<file path="config.mk">
export PLATFORM = sky130hd
export DESIGN_NAME = bin2bcd_seq
export DESIGN_NICKNAME = d
export VERILOG_FILES = /design/src/rtl/bin2bcd_pkg.sv /design/src/rtl/bcd_digit_adj.sv /design/src/rtl/bin2bcd_seq.sv
export SDC_FILE = /design/constraint.sdc
export NUM_CORES = 1
export LEC_CHECK = 0
export CAP_MARGIN = 20
export CORE_MARGIN = 2
export CORE_UTILIZATION = 59
export DETAILED_ROUTE_END_ITERATION = 10
export PLACE_DENSITY = 0.92
export SLEW_MARGIN = 10
export SYNTH_ARGS = -nofsm -noshare
export SYNTH_HDL_FRONTEND = slang
export SYNTH_SLANG_ARGS = --single-unit
</file>
<file path="constraint.sdc">
create_clock -name clk -period 4 [get_ports clk]
set_input_delay 0.8 -clock clk [delete_from_list [all_inputs] [get_ports clk]]
set_output_delay 0.8 -clock clk [all_outputs]
set_load 0.02 [all_outputs]
</file>
<file path="src/rtl/bin2bcd_pkg.sv">
// rtl/bin2bcd_pkg.sv - shared types and constants for the sequential binary-to-BCD converter
package bin2bcd_pkg;

    localparam int BCD_DIGIT_W = 4;

    typedef enum logic [1:0] {
        IDLE  = 2'd0,
        SHIFT = 2'd1,
        DONE  = 2'd2
    } state_t;

    // Decimal digits needed to hold any w-bit unsigned value: ceil(w*log10(2)).
    // 0.30103 is scaled to integers so this stays a constant function.
    function automatic int digits_for_width(input int w);
        return (w * 30103 + 99999) / 100000;
    endfunction

endpackage

</file>
<file path="src/rtl/bcd_digit_adj.sv">
// rtl/bcd_digit_adj.sv - double-dabble digit correction: add 3 when the digit is 5 or more
module bcd_digit_adj
    import bin2bcd_pkg::*;
(
    input  logic [BCD_DIGIT_W-1:0] din,
    output logic [BCD_DIGIT_W-1:0] dout
);

    // Legal BCD inputs 5..9 map to 8..12, so the 4-bit add never wraps.
    always_comb begin
        dout = din;
        if (din >= 4'd5) begin
            dout = din + 4'd3;
        end
    end

endmodule

</file>
<file path="src/rtl/bin2bcd_seq.sv">
// rtl/bin2bcd_seq.sv - iterative binary-to-BCD converter, one bit per clock; BIN2BCD_SIGNED_EN adds signed input and neg output
module bin2bcd_seq
    import bin2bcd_pkg::*;
#(
    parameter int BIN_W  = 16,
    parameter int DIGITS = 5
) (
    input  logic                        clk,
    input  logic                        rst,
    input  logic                        start,
    input  logic [BIN_W-1:0]            bin,
    output logic                        busy,
    output logic                        done,
    output logic [BCD_DIGIT_W*DIGITS-1:0] bcd,
`ifdef BIN2BCD_SIGNED_EN
    output logic                        neg,
`endif
    output logic                        overflow
);

    localparam int ACC_W = BCD_DIGIT_W * DIGITS;
    localparam int CNT_W = $clog2(BIN_W + 1);

    if (BIN_W < 2 || BIN_W > 32 || DIGITS < 1 || DIGITS > digits_for_width(32)) begin : g_param_check
        $error("bin2bcd_seq: BIN_W must be 2..32 and DIGITS 1..10");
    end

    state_t             state;
    state_t             state_next;
    logic [BIN_W-1:0]   sreg;
    logic [ACC_W-1:0]   acc;
    logic [ACC_W-1:0]   acc_adj;
    logic [CNT_W-1:0]   cnt;
    logic               ovf_sticky;
    logic [BIN_W-1:0]   bin_load;

`ifdef BIN2BCD_SIGNED_EN
    logic               neg_pend;

    // Magnitude of the two's-complement operand; the most negative value
    // wraps to 2^(BIN_W-1), which is exactly right as an unsigned number.
    always_comb begin
        bin_load = bin;
        if (bin[BIN_W-1]) begin
            bin_load = (~bin) + BIN_W'(1);
        end
    end
`else
    assign bin_load = bin;
`endif

    for (genvar g = 0; g < DIGITS; g++) begin : g_adj
        bcd_digit_adj u_adj (
            .din  (acc[g*BCD_DIGIT_W +: BCD_DIGIT_W]),
            .dout (acc_adj[g*BCD_DIGIT_W +: BCD_DIGIT_W])
        );
    end

    assign busy = (state != IDLE);

    // State register.
    always_ff @(posedge clk) begin
        if (rst) begin
            state <= IDLE;
        end else begin
            state <= state_next;
        end
    end

    // Next state: start only matters in IDLE; the last shift is when the counter is at 1.
    always_comb begin
        state_next = state;
        case (state)
            IDLE:    if (start) state_next = SHIFT;
            SHIFT:   if (cnt == CNT_W'(1)) state_next = DONE;
            DONE:    state_next = IDLE;
            default: state_next = IDLE;
        endcase
    end

    // Datapath: capture, shift-add-3, and publish the result with a one-cycle done pulse.
    always_ff @(posedge clk) begin
        if (rst) begin
            sreg       <= '0;
            acc        <= '0;
            cnt        <= '0;
            ovf_sticky <= 1'b0;
            bcd        <= '0;
            overflow   <= 1'b0;
            done       <= 1'b0;
`ifdef BIN2BCD_SIGNED_EN
            neg_pend   <= 1'b0;
            neg        <= 1'b0;
`endif
        end else begin
            done <= 1'b0;
            case (state)
                IDLE: begin
                    if (start) begin
                        sreg       <= bin_load;
                        acc        <= '0;
                        ovf_sticky <= 1'b0;
                        cnt        <= CNT_W'(BIN_W);
`ifdef BIN2BCD_SIGNED_EN
                        neg_pend   <= bin[BIN_W-1];
`endif
                    end
                end
                SHIFT: begin
                    // A bit leaving the top digit is a carry of 10^DIGITS.
                    acc        <= {acc_adj[ACC_W-2:0], sreg[BIN_W-1]};
                    sreg       <= {sreg[BIN_W-2:0], 1'b0};
                    ovf_sticky <= ovf_sticky | acc_adj[ACC_W-1];
                    cnt        <= cnt - CNT_W'(1);
                end
                DONE: begin
                    bcd      <= acc;
                    overflow <= ovf_sticky;
                    done     <= 1'b1;
`ifdef BIN2BCD_SIGNED_EN
                    neg      <= neg_pend;
`endif
                end
                default: ;
            endcase
        end
    end

endmodule

</file>
==> results of run 1 <==
[worst max-delay path by stage]
stage | start | endpoint | slack, ns | cells past startpoint
floorplan | state[1]$_SDFFE_PP0P_ | busy | 2.14 | 4
global placement | start | acc[15]$_SDFFE_PP0P_ | 1.21 | 4
detailed placement | start | acc[7]$_SDFFE_PP0P_ | 1.16 | 4
CTS | state[1]$_SDFFE_PP0P_ | busy | 1.16 | 3
global route | state[1]$_SDFFE_PP0P_ | busy | 1.04 | 3
finish | state[1]$_SDFFE_PP0P_ | busy | 1.17 | 3
[worst max-delay path, cell delays in order (launching register included)]
cell,delay (ns)
dfxtp_1,0.69
inv_2,0.27
nand2_1,0.11
clkdlybuf4s50_1,0.61
[stage by stage]
stage	setup WS [ns]	cell area [um^2]	hold WS, ns	util (%)	power (W)
detailed placement	1.16	3510	0.448	68.7	0.000850
CTS	1.16	3700	0.457	72.4	0.00137
floorplan	2.14	3130	0.432	-	0.000812
global route	1.04	3700	0.475	72.4	0.00142
global placement	1.21	3510	0.443	68.7	0.000844
finish	1.17	3700	0.453	72.4	0.00137
[per-layer routing]
layer  wire length, um  global-route usage [%]
met1              2970                    27.5
met4               121                    9.82
met5                 0                       0
met3               296                    5.76
met2              3380                    41.8
[cells in the final DEF (no fill, tap or decap), types with 8 or more instances in the layout]
master           instances
dfxtp_1                 66
nand2_1                 49
a21oi_1                 44
clkdlybuf4s50_1         41
o21ai_0                 25
inv_1                   24
nand3_1                 20
nor2_1                  19
clkbuf_8                13
o2bb2ai_1               12
ha_1                    12
o211ai_1                11
o2111ai_1               10
nand2b_1                 8
[area by class of cell]
class / instances / area [um^2]
Clock buffer: 13 / 179
Clock inverter: 2 / 10.0
Fill cell: 393 / 1410
Inverter: 25 / 93.8
Multi-Input combinational cell: 259 / 1570
Sequential cell: 66 / 1320
Tap cell: 70 / 87.6
Timing Repair Buffer: 44 / 433
[flip-flops by register name, summed over array words and instances, names as in the netlist]
register    cells
ovf_sticky      1
done            1
cnt             5
overflow        1
sreg           16
state           2
bcd            20
acc            20
[power groups by stage]
stage	logic, W	registers [W]	clock network (W)
floorplan	0.000106	0.000706	0
global placement	0.000135	0.000709	0
detailed placement	0.000140	0.000710	0
CTS	0.000142	0.000696	0.000535
global route	0.000157	0.000699	0.000569
finish	0.000142	0.000697	0.000532
[cells by family (layout without fill, tap and decap cells)]
family | count (synthesis) | in the layout | synth area share [%]
buf+inv | 50 | 84 | 7.52
simple gates | 120 | 120 | 19.0
flops | 66 | 66 | 42.2
xor+xnor | 5 | 5 | 1.40
fa+ha+maj | 12 | 12 | 4.80
mux | 1 | 1 | 0.320
compound gates | 121 | 121 | 24.8
==> results by group, run 1 <==
Global routing
  – Pin count of the biggest net entering global routing: 38
  – Vias in the first global route: 2646
  – Initial antenna violation count: 0
  – Global-route wire length before repair: 11.4 mm
  – GRT Total Usage: 23.8%
  – Global route overflow: 0

Timing
  – Highest achievable clock rate: 0.353 GHz
  – RSZ-0062 raised after global routing: false
  – Worst-Margin Slew: 0.911 ns
  – Final hold violations: 0
  – Final Cycle Share: 70.8%
  – Fin crit period: 2.83 ns
  – Final-report max-slew violation count: 0
  – Setup_tns: 0 ns
  – Worst Clk Skew: 0.00339 ns
  – Final setup violation count: 0
  – Worst slew margin: 39.2%

Floorplanning
  – Core ar.: 5110 um^2
  – Total die area: 5900 um^2
  – Row count: 26
  – Chip width: 76.8 um
  – Num ports: 42
  – DIE HEIGHT: 76.8 um
  – Initial Util: 61.3%

Worst setup path
  – Crit path launch type: register
  – Crit Path Category: register to primary output
  – Worst r2r src: state[0]$_SDFFE_PP0P_
  – Reg-to-reg setup timing slack: 2.19 ns
  – RR Endpoint: acc[7]$_SDFFE_PP0P_
  – Crit path max fanout: 17
  – Worst Reg-to-Reg Cells: 4
  – CP arrival: 2.03 ns
  – Worst Setup End Kind: primary output
  – CP Data Required Time: 3.20 ns

Layout
  – Final #Nets: 436
  – P&R area growth vs syn: 18.2%
  – Layout cells sized above 1: 6.36%
  – ANT cells: 0
  – Non-Filler Instances: 479

Min path
  – Hold endpoint: bcd[7]$_SDFFE_PP0P_
  – HP Class: register to register
  – Hold path depth: 2
  – Beginning of the worst hold path: bcd[7]$_SDFFE_PP0P_

Power and ir drop
  – Max IR drop VDD: 0.000215 V
  – Power Dens Cells: 371 nW/um^2
  – P_int: 0.00103 W
  – Sw Pwr: 0.000343 W
  – Seq pwr share: 50.8%
  – Combinational cell fraction of total power: 10.4%
  – LEAKAGE: 1.22 nW
  – Clk pwr share: 38.8%
  – Sw Ratio: 25.0%

Logic synthesis
  – Asr flop ratio synth: 0%
  – Top cells by area, synth: dfxtp_1 42%, a21oi_1 7.0%, nand2_1 5.9%
  – Number of synthesized flops with an enable pin: 0
  – Mapped Nets: 406
  – Biggest area consumer among synthesized cells: dfxtp_1
  – Yosys warns: 0
  – Area share of the largest cell type after synthesis: 42.2%
  – Count leader, synth: dfxtp_1
  – Mapped Cells: 375
  – Ys flop type: dfxtp_1
  – #FFs+latches synth: 66
  – Syn_area_per_cell: 8.34 um^2
  – Post-synth top cells: 66 x dfxtp_1, 49 x nand2_1, 44 x a21oi_1
  – Cell Area, Synth: 3130 um^2
  – Post-synthesis sequential area ratio: 42.2%
  – Unique cell type count in the Yosys netlist: 41

Detailed routing
  – Antenna viol nets, final: 0
  – DR vias: 2798
  – DR pass1 iterations: 6
  – Via density: 5.84
  – Per-cell routed wire length: 14.1 um
  – Wirelength, routed: 6.77 mm
  – DR iter-0 viols: 199
  – DRC errors left: 0

Status
  – Status: completed

Clocking
  – CTS Buffer Depth: 2
  – H-Tree Depth: 3
  – Hold-fix buffers at CTS: 0
  – CTS tree: done
  – Post-CTS Resized: 0
  – Clk Latency, worst-skew pair: 0.35 ns
  – Post-CTS Setup Inserts: 0
  – CTS Sinks: 66
  – CTS Buf Count: 9
  – Clock root buffer: clkbuf_8
  – Reg clk slew, reported paths: 0.07 ns

Place
  – Gpl congestion: 0.779
  – DP Wirelength: 4.44 mm
  – Placed Cells incl. Taps: 464
  – Port bufs: 41

Flow run
  – Max_cap viols: 0
No activity file was read; power rests on OpenSTA's default activity.
==> run 2, diff against run 1 <==
- CORE_UTILIZATION: 59 -> 49
- PLACE_DENSITY: 0.92 -> 0.82
- clock period: 4 -> 2.6 ns (I/O delays scaled with it)
==> run 2 against run 1 <==
Against the previous run:
- sequential share of layout area down 0.85 points
- global-route usage down 4.3 points
- die area up 19%
- largest power group unchanged
- routed wire length up 0.21%
- first-iteration DRC count down 5.0%
- combinational power up 59%
- critical path depth unchanged
- utilization down 12 points
- critical path type unchanged
- non-clock buffer count up 7
- sequential power up 54%
- register-to-register slack worse by 1.2 ns
- via count down 2.2%
==> results by group, run 2 (synthesized netlist as in run 1, its figures left out) <==
Clocking
  – CTS Sinks: 66
  – H-Tree Depth: 3
  – Reg clk slew, reported paths: 0.07 ns
  – Clock root buffer: clkbuf_8
  – CTS tree: done
  – CTS Buf Count: 9
  – Hold-fix buffers at CTS: 0
  – Post-CTS Setup Inserts: 0
  – Clk Latency, worst-skew pair: 0.34 ns
  – CTS Buffer Depth: 2
  – Post-CTS Resized: 0

Timing
  – Worst Clk Skew: 0.00678 ns
  – Worst-Margin Slew: 0.718 ns
  – Highest achievable clock rate: 0.457 GHz
  – RSZ-0062 raised after global routing: false
  – Worst slew margin: 52.2%
  – Fin crit period: 2.19 ns
  – Final setup violation count: 0
  – Final-report max-slew violation count: 0
  – Setup_tns: 0 ns
  – Final hold violations: 0
  – Final Cycle Share: 84.1%
  – Worst Hold Slack: 0.452 ns

Worst setup path
  – Worst Reg-to-Reg Cells: 4
  – CP arrival: 1.67 ns
  – Largest stage delay, worst path: 0.55 ns
  – Crit path launch type: register
  – CP Data Required Time: 2.08 ns
  – Critical path depth: 3
  – Crit path max fanout: 16
  – Reg-to-reg setup timing slack: 0.96 ns
  – Worst Setup End Kind: primary output
  – CP cell instances: inv_1 > nand2_1 > clkdlybuf4s50_1
  – Slowest CP cell: clkdlybuf4s50_1
  – Buf/Inv on CP: 2
  – Crit Path Category: register to primary output
  – Top Family by Delay on Critical Path: buffers and inverters

Layout
  – Registers with the most flip-flops: acc: 20 flops, bcd: 20 flops, sreg: 16 flops
  – ANT cells: 0
  – Most common cell after layout, fill and taps aside: dfxtp_1
  – Final #Nets: 443
  – P&R area growth vs syn: 21.0%
  – Layout fillers: 546
  – Layout cells sized above 1: 8.15%
  – Most frequent cells in the layout: 66 x dfxtp_1, 49 x nand2_1, 44 x a21oi_1
  – Final instance area: 3790 um^2

Detailed routing
  – DR pass1 iterations: 4
  – Per-cell routed wire length: 13.7 um
  – DR iter-0 viols: 189
  – Wirelength, routed: 6.78 mm
  – Via density: 5.54
  – DRC errors left: 0
  – Antenna viol nets, final: 0
  – DR vias: 2736

Floorplanning
  – DIE HEIGHT: 83.9 um
  – Core ar.: 6280 um^2
  – Num ports: 42
  – Total die area: 7040 um^2
  – Row count: 29
  – Initial Util: 49.9%
  – Chip width: 83.9 um

Place
  – Port bufs: 41
  – Placed cell area: 3570 um^2
  – Gpl congestion: 0.850
  – DP Wirelength: 4.64 mm

Min path
  – HP Class: register to register
  – Hold path depth: 2

Power and ir drop
  – Power Dens Cells: 594 nW/um^2
  – Seq pwr share: 47.5%
  – LEAKAGE: 1.26 nW
  – Combinational cell fraction of total power: 10.0%
  – Sw Pwr: 0.000545 W
  – Sw Ratio: 24.2%
  – Max IR drop VDD: 0.000400 V
  – Pwr Total: 0.00225 W
  – P_int: 0.00171 W
  – Clk pwr share: 42.5%

Flow run
  – Max_cap viols: 0

Global routing
  – Vias in the first global route: 2652
  – Initial antenna violation count: 0
  – Global-route wire length before repair: 11.3 mm
  – GRT Total Usage: 19.5%
  – Global route overflow: 0
  – Pin count of the biggest net entering global routing: 30

Status
  – Status: completed
==> run 2: cell types whose count changed in the layout (fill, tap and decap cells not counted), sizes merged <==
cell / change
bufinv: +2
buf: +7
clkbuf: -3
clkinv: +2
==> run 2: power by group through the flow <==
| stage | logic [W] | registers (W) | clock network (W) |
|---|---|---|---|
| 2_1_floorplan | 0.000162 | 0.00109 | 0 |
| 3_3_place_gp | 0.000219 | 0.00109 | 0 |
| 3_5_place_dp | 0.000225 | 0.00109 | 0 |
| 4_1_cts | 0.000226 | 0.00107 | 0.000964 |
| 5_1_grt | 0.000252 | 0.00107 | 0.00101 |
| 6_report | 0.000226 | 0.00107 | 0.000956 |
==> run 2: area by class of cell <==
type	instances	area, um^2	area share [%]
multi-input cells	259	1570	41.5
flip-flops and latches	66	1320	34.9
repair buffers	51	485	12.8
clock buffers	10	138	3.63
well taps	77	96.3	2.54
inverters	25	93.8	2.48
clock inverters	6	80.1	2.11
==> run 2: worst reg2reg max path, cell delays in order (launching register included) <==
cell and delay [ns]:
dfxtp_1 0.34, buf_4 0.30, and2b_1 0.44, nand2_2 0.19
o31ai_1 0.28
==> run 2: per-layer routing <==
metal	up-vias	global-route usage [%]	part of all wire, %
met5	-	0	0
met4	0	6.16	0.59
met3	4	6.23	5.2
met2	67	35.6	51
met1	1277	21.3	44
li1	1388	-	-
==> run 2: final timing paths <==
check / start / to
setup / recovery: state[0]$_SDFFE_PP0P_ / busy
hold / removal: bcd[4]$_SDFFE_PP0P_ / bcd[4]$_SDFFE_PP0P_
setup reg to reg: state[0]$_SDFFE_PP0P_ / acc[8]$_SDFFE_PP0P_
hold reg to reg: bcd[4]$_SDFFE_PP0P_ / bcd[4]$_SDFFE_PP0P_
==> run 2: per-stage QoR <==
| step | instances | setup WS, ns | util [%] |
|---|---|---|---|
| detailed placement | 478 | 0.656 | 56.9 |
| global placement | 478 | 0.695 | 56.9 |
| CTS | 494 | 0.393 | 60.3 |
| floorplan | 375 | 1.02 | - |
| global route | 494 | 0.297 | 60.3 |
| finish | 494 | 0.413 | 60.3 |
==> run 3, diff against run 2 <==
- CORE_UTILIZATION: 49 -> 55
- PLACE_DENSITY: 0.82 -> 0.87
- clock period: 2.6 -> 2.25 ns (I/O delays scaled with it)
==> run 3 against run 2 <==
Against the previous run:
- routed wire length increased by 2.6%
- cell count decreased by 1.0%
- non-clock buffer count unchanged
- first-iteration DRC count decreased by 24%
- sequential cell count unchanged
- sequential share of layout area increased by 0.27 points
- final area decreased by 0.76%
- critical path depth unchanged
- combinational power increased by 17%
- die area decreased by 10%
==> results by group, run 3 (synthesized netlist as in run 1, its figures left out) <==
Status
  – Status: completed

Worst setup path
  – Crit. Startpoint: state[0]$_SDFFE_PP0P_
  – Reg-to-reg setup timing slack: 0.63 ns
  – CP Data Required Time: 1.80 ns
  – Critical Path Sink: busy
  – Crit path max fanout: 16
  – Crit path launch type: register
  – RR Endpoint: ovf_sticky$_SDFFE_PP0P_
  – Worst Setup End Kind: primary output
  – CP arrival: 1.63 ns
  – Worst Reg-to-Reg Cells: 4
  – Crit Path Category: register to primary output
  – Worst r2r src: state[0]$_SDFFE_PP0P_

Timing
  – Setup_tns: 0 ns
  – Final Cycle Share: 92.3%
  – Worst Clk Skew: 0.00943 ns
  – Fin crit period: 2.08 ns
  – Highest achievable clock rate: 0.482 GHz
  – RSZ-0062 raised after global routing: false
  – Worst Hold Slack: 0.452 ns
  – Final-report max-slew violation count: 0
  – Final hold violations: 0
  – Worst-Margin Slew: 0.452 ns
  – Worst slew margin: 69.9%
  – Final setup violation count: 0

Detailed routing
  – DR vias: 2814
  – DR pass1 iterations: 4
  – DRC errors left: 0
  – DR iter-0 viols: 144
  – Antenna viol nets, final: 0
  – Per-cell routed wire length: 14.2 um
  – Wirelength, routed: 6.95 mm
  – Via density: 5.75

Floorplanning
  – Core ar.: 5510 um^2
  – DIE HEIGHT: 79.4 um
  – Num ports: 42
  – Total die area: 6310 um^2
  – Chip width: 79.4 um
  – Initial Util: 56.8%
  – Row count: 27

Power and ir drop
  – Sw Ratio: 24.8%
  – LEAKAGE: 1.25 nW
  – Max IR drop VDD: 0.000441 V
  – Power Dens Cells: 642 nW/um^2
  – P_int: 0.00182 W
  – Clk pwr share: 37.8%
  – Sw Pwr: 0.000598 W
  – Combinational cell fraction of total power: 11.0%
  – Seq pwr share: 51.2%

Clocking
  – Reg clk slew, reported paths: 0.07 ns
  – Hold-fix buffers at CTS: 0
  – CTS Buf Count: 9
  – CTS tree: done
  – Clk Latency, worst-skew pair: 0.34 ns
  – Post-CTS Setup Inserts: 0
  – CTS Buffer Depth: 2
  – Clock root buffer: clkbuf_8
  – H-Tree Depth: 3
  – Post-CTS Resized: 0
  – CTS Sinks: 66

Place
  – Gpl congestion: 0.771
  – DP Wirelength: 4.60 mm
  – Port bufs: 41

Global routing
  – Global route overflow: 0
  – Pin count of the biggest net entering global routing: 36
  – Global-route wire length before repair: 11.9 mm
  – Vias in the first global route: 2822
  – GRT Total Usage: 23.6%
  – Initial antenna violation count: 0

Flow run
  – Max_cap viols: 0

Layout
  – Registers with the most flip-flops: acc: 20 flops, bcd: 20 flops, sreg: 16 flops
  – Most common cell after layout, fill and taps aside: dfxtp_1
  – P&R area growth vs syn: 20.1%
  – Most frequent cells in the layout: 66 x dfxtp_1, 49 x nand2_1, 44 x a21oi_1
  – ANT cells: 0
  – Final #Nets: 443
  – Layout cells sized above 1: 7.67%

Min path
  – HP Class: register to register
  – Hold path depth: 2
-- run 3: cell count changes in the layout (fill, tap and decap cells not counted), sizes merged --
cell	previous run	this run
clkinv	4	2
bufinv	2	0
clkbuf	10	14
-- run 3: routing by layer --
layer	wire length, um	vias up	global-route usage, %	part of all wire, %
met1	2940	1329	24.7	42
li1	-	1391	-	-
met3	323	12	4.86	4.6
met5	0	-	0	0
met4	128	0	10.3	1.8
met2	3560	82	45.0	51
-- run 3: critical path, stage by stage, from the launching register on --
cell and delay (ns):
dfxtp_1 0.31, inv_1 0.34, nand2_1 0.10, clkdlybuf4s50_1 0.55
-- run 3: worst min-delay path by stage --
stage,from,to,slack (ns)
floorplan,ovf_sticky$_SDFFE_PP0P_,overflow$_SDFFE_PP0P_,0.43
global placement,bcd[6]$_SDFFE_PP0P_,bcd[6]$_SDFFE_PP0P_,0.44
detailed placement,bcd[0]$_SDFFE_PP0P_,bcd[0]$_SDFFE_PP0P_,0.45
CTS,bcd[12]$_SDFFE_PP0P_,bcd[12]$_SDFFE_PP0P_,0.46
global route,bcd[12]$_SDFFE_PP0P_,bcd[12]$_SDFFE_PP0P_,0.47
finish,bcd[12]$_SDFFE_PP0P_,bcd[12]$_SDFFE_PP0P_,0.45
-- run 3: final cells by class --
cell class / count / area, um^2
fill: 434 / 1750
multi-input combinational: 259 / 1570
sequential: 66 / 1320
timing repair buffer: 51 / 498
clock buffer: 14 / 173
inverter: 25 / 93.8
tap: 72 / 90.1
clock inverter: 2 / 10.0
-- run 3: per-stage QoR --
| stage | util [%] | area, um^2 | setup slack [ns] | total power, W | instances |
|---|---|---|---|---|---|
| after floorplan | - | 3130 | 0.738 | 0.00144 | 375 |
| after global placement | 64.9 | 3580 | 0.485 | 0.00151 | 473 |
| after detailed placement | 64.9 | 3580 | 0.461 | 0.00152 | 473 |
| after CTS | 68.3 | 3760 | 0.157 | 0.00242 | 489 |
| after global routing | 68.3 | 3760 | 0.0750 | 0.00250 | 489 |
| final | 68.3 | 3760 | 0.174 | 0.00241 | 489 |
-- run 3: power by group through the flow --
stage | logic, W | registers, W | clock network, W
floorplan | 0.000188 | 0.00126 | 0
global route | 0.000291 | 0.00124 | 0.000968
global placement | 0.000253 | 0.00126 | 0
CTS | 0.000264 | 0.00124 | 0.000924
finish | 0.000265 | 0.00124 | 0.000912
detailed placement | 0.000259 | 0.00126 | 0
